### config.mk
export PLATFORM = sky130hd
export DESIGN_NAME = usb_tx_encoder
export DESIGN_NICKNAME = d
export VERILOG_FILES = /design/src/rtl/usb_tx_encoder.sv
export SDC_FILE = /design/constraint.sdc
export NUM_CORES = 1
export LEC_CHECK = 0
export BUFFER_PORTS_ARGS = -buffer_cell sky130_fd_sc_hd__buf_2
export CORE_ASPECT_RATIO = 1.75
export CORE_MARGIN = 2
export CORE_UTILIZATION = 33
export DETAILED_ROUTE_END_ITERATION = 12
export GPL_ROUTABILITY_DRIVEN = 0
export PLACE_DENSITY_LB_ADDON = 0.12
export SETUP_SLACK_MARGIN = 0.3
export SLEW_MARGIN = 20
export SYNTH_ARGS = -nofsm -noshare
export SYNTH_HDL_FRONTEND = slang
export SYNTH_SLANG_ARGS = --single-unit
### constraint.sdc
create_clock -name clk -period 1.4 [get_ports clk]
set_input_delay 0.28 -clock clk [delete_from_list [all_inputs] [get_ports clk]]
set_output_delay 0.28 -clock clk [all_outputs]
set_load 0.01 [all_outputs]
### src/rtl/usb_tx_encoder.sv
// usb_tx_encoder
//   Serialises packet bytes LSB-first on the clk12 bit strobe, applies bit
//   stuffing and NRZI, drives the full-speed D+/D- pair and closes each packet
//   with EOP (SE0 x EOP_SE0_BITS, then J). SYNC is supplied upstream as data.
//
//   state   | meaning
//   --------+-------------------------------------------------------------
//   IDLE    | line held at J, waiting for tx_start with a valid byte
//   SHIFT   | each strobe drives shift_q[0]; byte reload at bit 7
//   STUFF   | next strobe drives a stuffed 0 (line toggle)
//   EOP_SE0 | each strobe drives SE0, down-counting the SE0 bit times
//   EOP_J   | next strobe drives J and returns to IDLE
//
// Ports
//   clk, n_rst          clock, synchronous active-low reset
//   bit_strobe          one-cycle bit-time strobe
//   tx_start            packet request, honoured only in IDLE
//   tx_data/tx_last     byte and final-byte flag, qualified by tx_data_valid
//   tx_data_ready       one-cycle accept pulse
//   dp_out/dm_out       differential line
//   serial_out          raw pre-NRZI bit (0 on stuff and SE0 bits)
//   stuff_active        high during a stuffed bit time
//   tx_busy             byte accept through EOP completion
//   tx_done/tx_error    completion / underrun pulses
module usb_tx_encoder #(
    parameter int STUFF_LEN    = 6,
    parameter int EOP_SE0_BITS = 2
) (
    input  logic       clk,
    input  logic       n_rst,
    input  logic       bit_strobe,
    input  logic       tx_start,
    input  logic [7:0] tx_data,
    input  logic       tx_last,
    input  logic       tx_data_valid,
    output logic       tx_data_ready,
    output logic       dp_out,
    output logic       dm_out,
    output logic       serial_out,
    output logic       stuff_active,
    output logic       tx_busy,
    output logic       tx_done,
    output logic       tx_error
);

    typedef enum logic [2:0] {IDLE, SHIFT, STUFF, EOP_SE0, EOP_J} state_t;

    state_t     state_q, state_d;
    logic [7:0] shift_q, shift_d;
    logic [2:0] bit_idx_q, bit_idx_d;
    logic [2:0] ones_q, ones_d;
    logic [1:0] se0_cnt_q, se0_cnt_d;
    logic       last_q, last_d;
    logic       fin_q, fin_d;      // last byte fully shifted, only a stuff bit may remain
    logic       err_q, err_d;      // packet ended by underrun, suppresses tx_done
    logic       lvl_q, lvl_d;      // NRZI level, 1 = J
    logic       ready_q, ready_d;
    logic       dp_q, dp_d;
    logic       dm_q, dm_d;
    logic       serial_q, serial_d;
    logic       stuff_q, stuff_d;
    logic       busy_q, busy_d;
    logic       done_q, done_d;
    logic       error_q, error_d;

    logic [3:0] ones_inc;
    logic       stuff_due;
    logic       lvl_nrzi;

    always_comb begin
        state_d   = state_q;
        shift_d   = shift_q;
        bit_idx_d = bit_idx_q;
        ones_d    = ones_q;
        se0_cnt_d = se0_cnt_q;
        last_d    = last_q;
        fin_d     = fin_q;
        err_d     = err_q;
        lvl_d     = lvl_q;
        ready_d   = 1'b0;
        dp_d      = dp_q;
        dm_d      = dm_q;
        serial_d  = serial_q;
        stuff_d   = stuff_q;
        busy_d    = busy_q;
        done_d    = 1'b0;
        error_d   = 1'b0;

        ones_inc  = {1'b0, ones_q} + 4'd1;
        stuff_due = shift_q[0] && (ones_inc == 4'(STUFF_LEN));
        // a raw 0 toggles the line, a raw 1 holds it
        lvl_nrzi  = lvl_q ^ ~shift_q[0];

        case (state_q)
            IDLE: begin
                dp_d     = 1'b1;
                dm_d     = 1'b0;
                serial_d = 1'b1;
                stuff_d  = 1'b0;
                lvl_d    = 1'b1;
                if (tx_start && tx_data_valid) begin
                    shift_d   = tx_data;
                    last_d    = tx_last;
                    ready_d   = 1'b1;
                    busy_d    = 1'b1;
                    bit_idx_d = 3'd0;
                    ones_d    = 3'd0;
                    fin_d     = 1'b0;
                    err_d     = 1'b0;
                    se0_cnt_d = 2'(EOP_SE0_BITS);
                    state_d   = SHIFT;
                end
            end
            SHIFT: begin
                if (bit_strobe) begin
                    serial_d  = shift_q[0];
                    stuff_d   = 1'b0;
                    lvl_d     = lvl_nrzi;
                    dp_d      = lvl_nrzi;
                    dm_d      = ~lvl_nrzi;
                    ones_d    = shift_q[0] ? ones_inc[2:0] : 3'd0;
                    shift_d   = {1'b0, shift_q[7:1]};
                    bit_idx_d = bit_idx_q + 3'd1;
                    state_d   = stuff_due ? STUFF : SHIFT;
                    if (bit_idx_q == 3'd7) begin
                        if (last_q) begin
                            fin_d = 1'b1;
                            if (!stuff_due) state_d = EOP_SE0;
                        end else if (tx_data_valid) begin
                            // reload even with a stuff bit pending; ones carry over
                            shift_d = tx_data;
                            last_d  = tx_last;
                            ready_d = 1'b1;
                        end else begin
                            error_d = 1'b1;
                            err_d   = 1'b1;
                            state_d = EOP_SE0;
                        end
                    end
                end
            end
            STUFF: begin
                if (bit_strobe) begin
                    lvl_d    = ~lvl_q;
                    dp_d     = ~lvl_q;
                    dm_d     = lvl_q;
                    serial_d = 1'b0;
                    stuff_d  = 1'b1;
                    ones_d   = 3'd0;
                    state_d  = fin_q ? EOP_SE0 : SHIFT;
                end
            end
            EOP_SE0: begin
                if (bit_strobe) begin
                    dp_d      = 1'b0;
                    dm_d      = 1'b0;
                    serial_d  = 1'b0;
                    stuff_d   = 1'b0;
                    se0_cnt_d = se0_cnt_q - 2'd1;
                    if (se0_cnt_q == 2'd1) state_d = EOP_J;
                end
            end
            EOP_J: begin
                if (bit_strobe) begin
                    dp_d     = 1'b1;
                    dm_d     = 1'b0;
                    serial_d = 1'b1;
                    lvl_d    = 1'b1;
                    busy_d   = 1'b0;
                    done_d   = ~err_q;
                    state_d  = IDLE;
                end
            end
            default: state_d = IDLE;
        endcase
    end

    always_ff @(posedge clk) begin
        if (!n_rst) begin
            state_q   <= IDLE;
            shift_q   <= 8'd0;
            bit_idx_q <= 3'd0;
            ones_q    <= 3'd0;
            se0_cnt_q <= 2'd0;
            last_q    <= 1'b0;
            fin_q     <= 1'b0;
            err_q     <= 1'b0;
            lvl_q     <= 1'b1;
            ready_q   <= 1'b0;
            dp_q      <= 1'b1;
            dm_q      <= 1'b0;
            serial_q  <= 1'b1;
            stuff_q   <= 1'b0;
            busy_q    <= 1'b0;
            done_q    <= 1'b0;
            error_q   <= 1'b0;
        end else begin
            state_q   <= state_d;
            shift_q   <= shift_d;
            bit_idx_q <= bit_idx_d;
            ones_q    <= ones_d;
            se0_cnt_q <= se0_cnt_d;
            last_q    <= last_d;
            fin_q     <= fin_d;
            err_q     <= err_d;
            lvl_q     <= lvl_d;
            ready_q   <= ready_d;
            dp_q      <= dp_d;
            dm_q      <= dm_d;
            serial_q  <= serial_d;
            stuff_q   <= stuff_d;
            busy_q    <= busy_d;
            done_q    <= done_d;
            error_q   <= error_d;
        end
    end

    assign tx_data_ready = ready_q;
    assign dp_out        = dp_q;
    assign dm_out        = dm_q;
    assign serial_out    = serial_q;
    assign stuff_active  = stuff_q;
    assign tx_busy       = busy_q;
    assign tx_done       = done_q;
    assign tx_error      = error_q;

endmodule
==> results.txt <==
Root Buffer -> clkbuf_8
Final worst slack -> 20.4 ps
Total power draw -> 2.01 mW
Layout cell share with drive strength beyond 1 -> 47.1%
Site Rows -> 33
Largest net degree at the start of global routing -> 17
CTS tree -> done
Period minus WS final -> 1380 ps
Max cap viols -> 0
Clk sinks -> 31
Relative slew slack -> 76.2%
WHS -> 258 ps
Setup crit end kind -> flip-flop
Library cells used by synthesis -> 53
Area grow syn2layout -> 48.6%
Syn Std Cell Area -> 0.00162 sq mm
Setup Skew -> 6.77 ps
HPWL after DPL -> 3060 microns
Final clock period utilization by the worst path -> 98.5%
Htree depth -> 2
Crit path kind -> flip-flop to flip-flop
Die Y -> 96.6 microns
Wire per inst -> 15.4 microns
Number of synthesized flops with an enable pin -> 0
Grt ovf -> 0
Worst path required time -> 1570 ps
Syn avg cell area -> 8.79 sq um
DRT Pass-1 Iters -> 4
Number of cells after detailed placement -> 261
Initial antenna violation count -> 0
Routed WL -> 4460 microns
Core footprint -> 0.00471 sq mm
Initial Util -> 34.4%
Worst min path class -> primary input to flip-flop
Layout Nets -> 257
DIE AREA -> 0.00550 sq mm
Global-route wire length before repair -> 7790 microns
Reg clk slew, reported paths -> 60 ps
Synth Register Bits -> 31
Post-Syn Nets -> 203
Clk buf depth -> 2
Via count -> 1,591
DIE WIDTH -> 56.9 microns
Final Cell Area -> 0.00240 sq mm
Worst slew pin tran -> 356 ps
CP arrival -> 1550 ps
Worst-Skew Late Latency -> 280 ps
N_diodes -> 0
Final Hold Vio Count -> 0
Initial DRC Count -> 27
RSZ-0062 raised after global routing -> true
All-Layer GR Usage -> 17.6%
Post-synth ARST share -> 0%
Cell Count, Final, Fillers Out -> 290
Dpl ws -> -47.6 ps
Cells after synthesis -> 184
Dpl cell area -> 0.00194 sq mm
Final setup viols -> 0
Post-DRT Antenna Nets -> 0
Pins Over Slew Limit -> 0
Setup TNS -> 0 ps
I/O pin count -> 22
DRC viols -> 0
Yosys warns -> 0
Max Clk Rate -> 725 MHz
Status -> complete, no violations
Pwr Density -> 838 mW/mm^2
Avg Vias per Cell -> 5.49
Number of CTS-inserted buffers -> 5
Register area share after synthesis -> 38.4%
Vias in the first global route -> 1,632
IO Port Bufs -> 21
VDD IR max -> 0.697 mV
Setup crit start kind -> flip-flop
Primary FF master, synth -> dfxtp_1
Leakage -> 1.03 nW
Fin util -> 51.1%
Crit Path Max Fanout -> 8
[registers in the layout (all words and copies together) (netlist names), 2 cells and up]
name,count
bit_idx_q,3
ones_q,3
se0_cnt_q,2
shift_q,8
state_q,3
[area by class of cell]
cell class | count | area [sq um]
tap | 52 | 65.1
sequential | 31 | 637
fill | 452 | 2300
multi-input combinational | 136 | 1140
clock inverter | 1 | 5.00
timing repair buffer | 58 | 448
clock buffer | 6 | 82.6
inverter | 6 | 22.5
[cell usage in the layout (no fill, tap or decap), types with 2 or more instances in the layout]
| cell | count |
|---|---|
| nand3_1 | 3 |
| inv_1 | 6 |
| buf_4 | 23 |
| a21oi_1 | 7 |
| nor2b_1 | 3 |
| nand2_1 | 12 |
| nor2_4 | 2 |
| nand2b_1 | 2 |
| ha_1 | 2 |
| a31oi_1 | 5 |
| ha_4 | 3 |
| a22oi_1 | 2 |
| nand2_4 | 3 |
| nor2_1 | 13 |
| nand4_1 | 3 |
| o21ai_1 | 5 |
| mux2i_1 | 8 |
| a211o_1 | 2 |
| nand3_2 | 2 |
| a2bb2oi_1 | 2 |
| dfxtp_4 | 3 |
| nor3_2 | 2 |
| dfxtp_1 | 24 |
| dfxtp_2 | 4 |
| o21ai_0 | 7 |
| clkbuf_8 | 6 |
| buf_6 | 12 |
| a21oi_2 | 7 |
| nand3b_1 | 3 |
| buf_2 | 21 |
[report_power, final]
group          internal [mW]  total [mW]  switching (mW)
clock network          0.385       0.714           0.329
registers              0.915       0.941          0.0258
logic                  0.178       0.360           0.182
total                   1.48        2.01           0.537
[worst max-delay path, stage by stage, from the launching register on]
cell	delay, ps
dfxtp_2	350
ha_4	140
ha_4	160
nand3b_1	140
nand2_4	170
mux2i_1	220
a21oi_1	80
[cell usage after synthesis (all sizes together), types with 2 or more instances]
library cell | count | area (sq um)
a211o | 2 | 17.5
a2bb2oi | 2 | 17.5
a31oi | 5 | 31.3
ha | 5 | 62.6
clkbuf | 5 | 18.8
nand3b | 4 | 42.5
nand3 | 6 | 30.0
nor2b | 5 | 31.3
o21ai | 12 | 60.1
nand2 | 16 | 62.6
nor2 | 15 | 58.8
a211oi | 3 | 35.0
nand2b | 3 | 18.8
dfxtp | 31 | 621
a21oi | 15 | 75.1
nand4 | 3 | 18.8
mux2i | 9 | 90.1
a22oi | 2 | 15.0
nor3 | 3 | 15.0
inv | 6 | 22.5
buf | 6 | 42.5
or2 | 2 | 12.5
[cells by family (layout without fill, tap and decap cells)]
group           count (synthesis)  in the layout  share of synthesized area (%)
simple gates                   62             62                           20.7
compound gates                 58             58                           25.0
flops                          31             31                           38.4
buf+inv                        17             71                           5.18
mux                            10             10                           6.26
fa+ha+maj                       6              6                           4.49
[worst paths after layout]
| path | cells after the start | end | slack, ps | startpoint |
|---|---|---|---|---|
| worst min-delay path | 3 | shift_q[7] | 260 | tx_data[7] |
| worst max-delay path | 6 | shift_q[0] | 20 | bit_idx_q[1] |
| worst min register to register | 1 | tx_done | 460 | err_q |
| worst max register to register | 6 | shift_q[0] | 20 | bit_idx_q[1] |
[timing repair]
action,in CTS,in global routing
buffers inserted,20,2
hold buffers,0,0
setup endpoints to repair,30,31
gates resized for setup,31,23
pin swaps,30,30
cloned,0,0
[per-layer routing]
layer  vias up  wire length [microns]  global-route usage (%)
li1        781                      -                       -
met1       772                   1750                    19.7
met2        29                   2460                    31.8
met3         9                    144                    3.21
met4         0                     95                    6.62
met5         -                      0                       0
(Power assumes the default switching activity.)
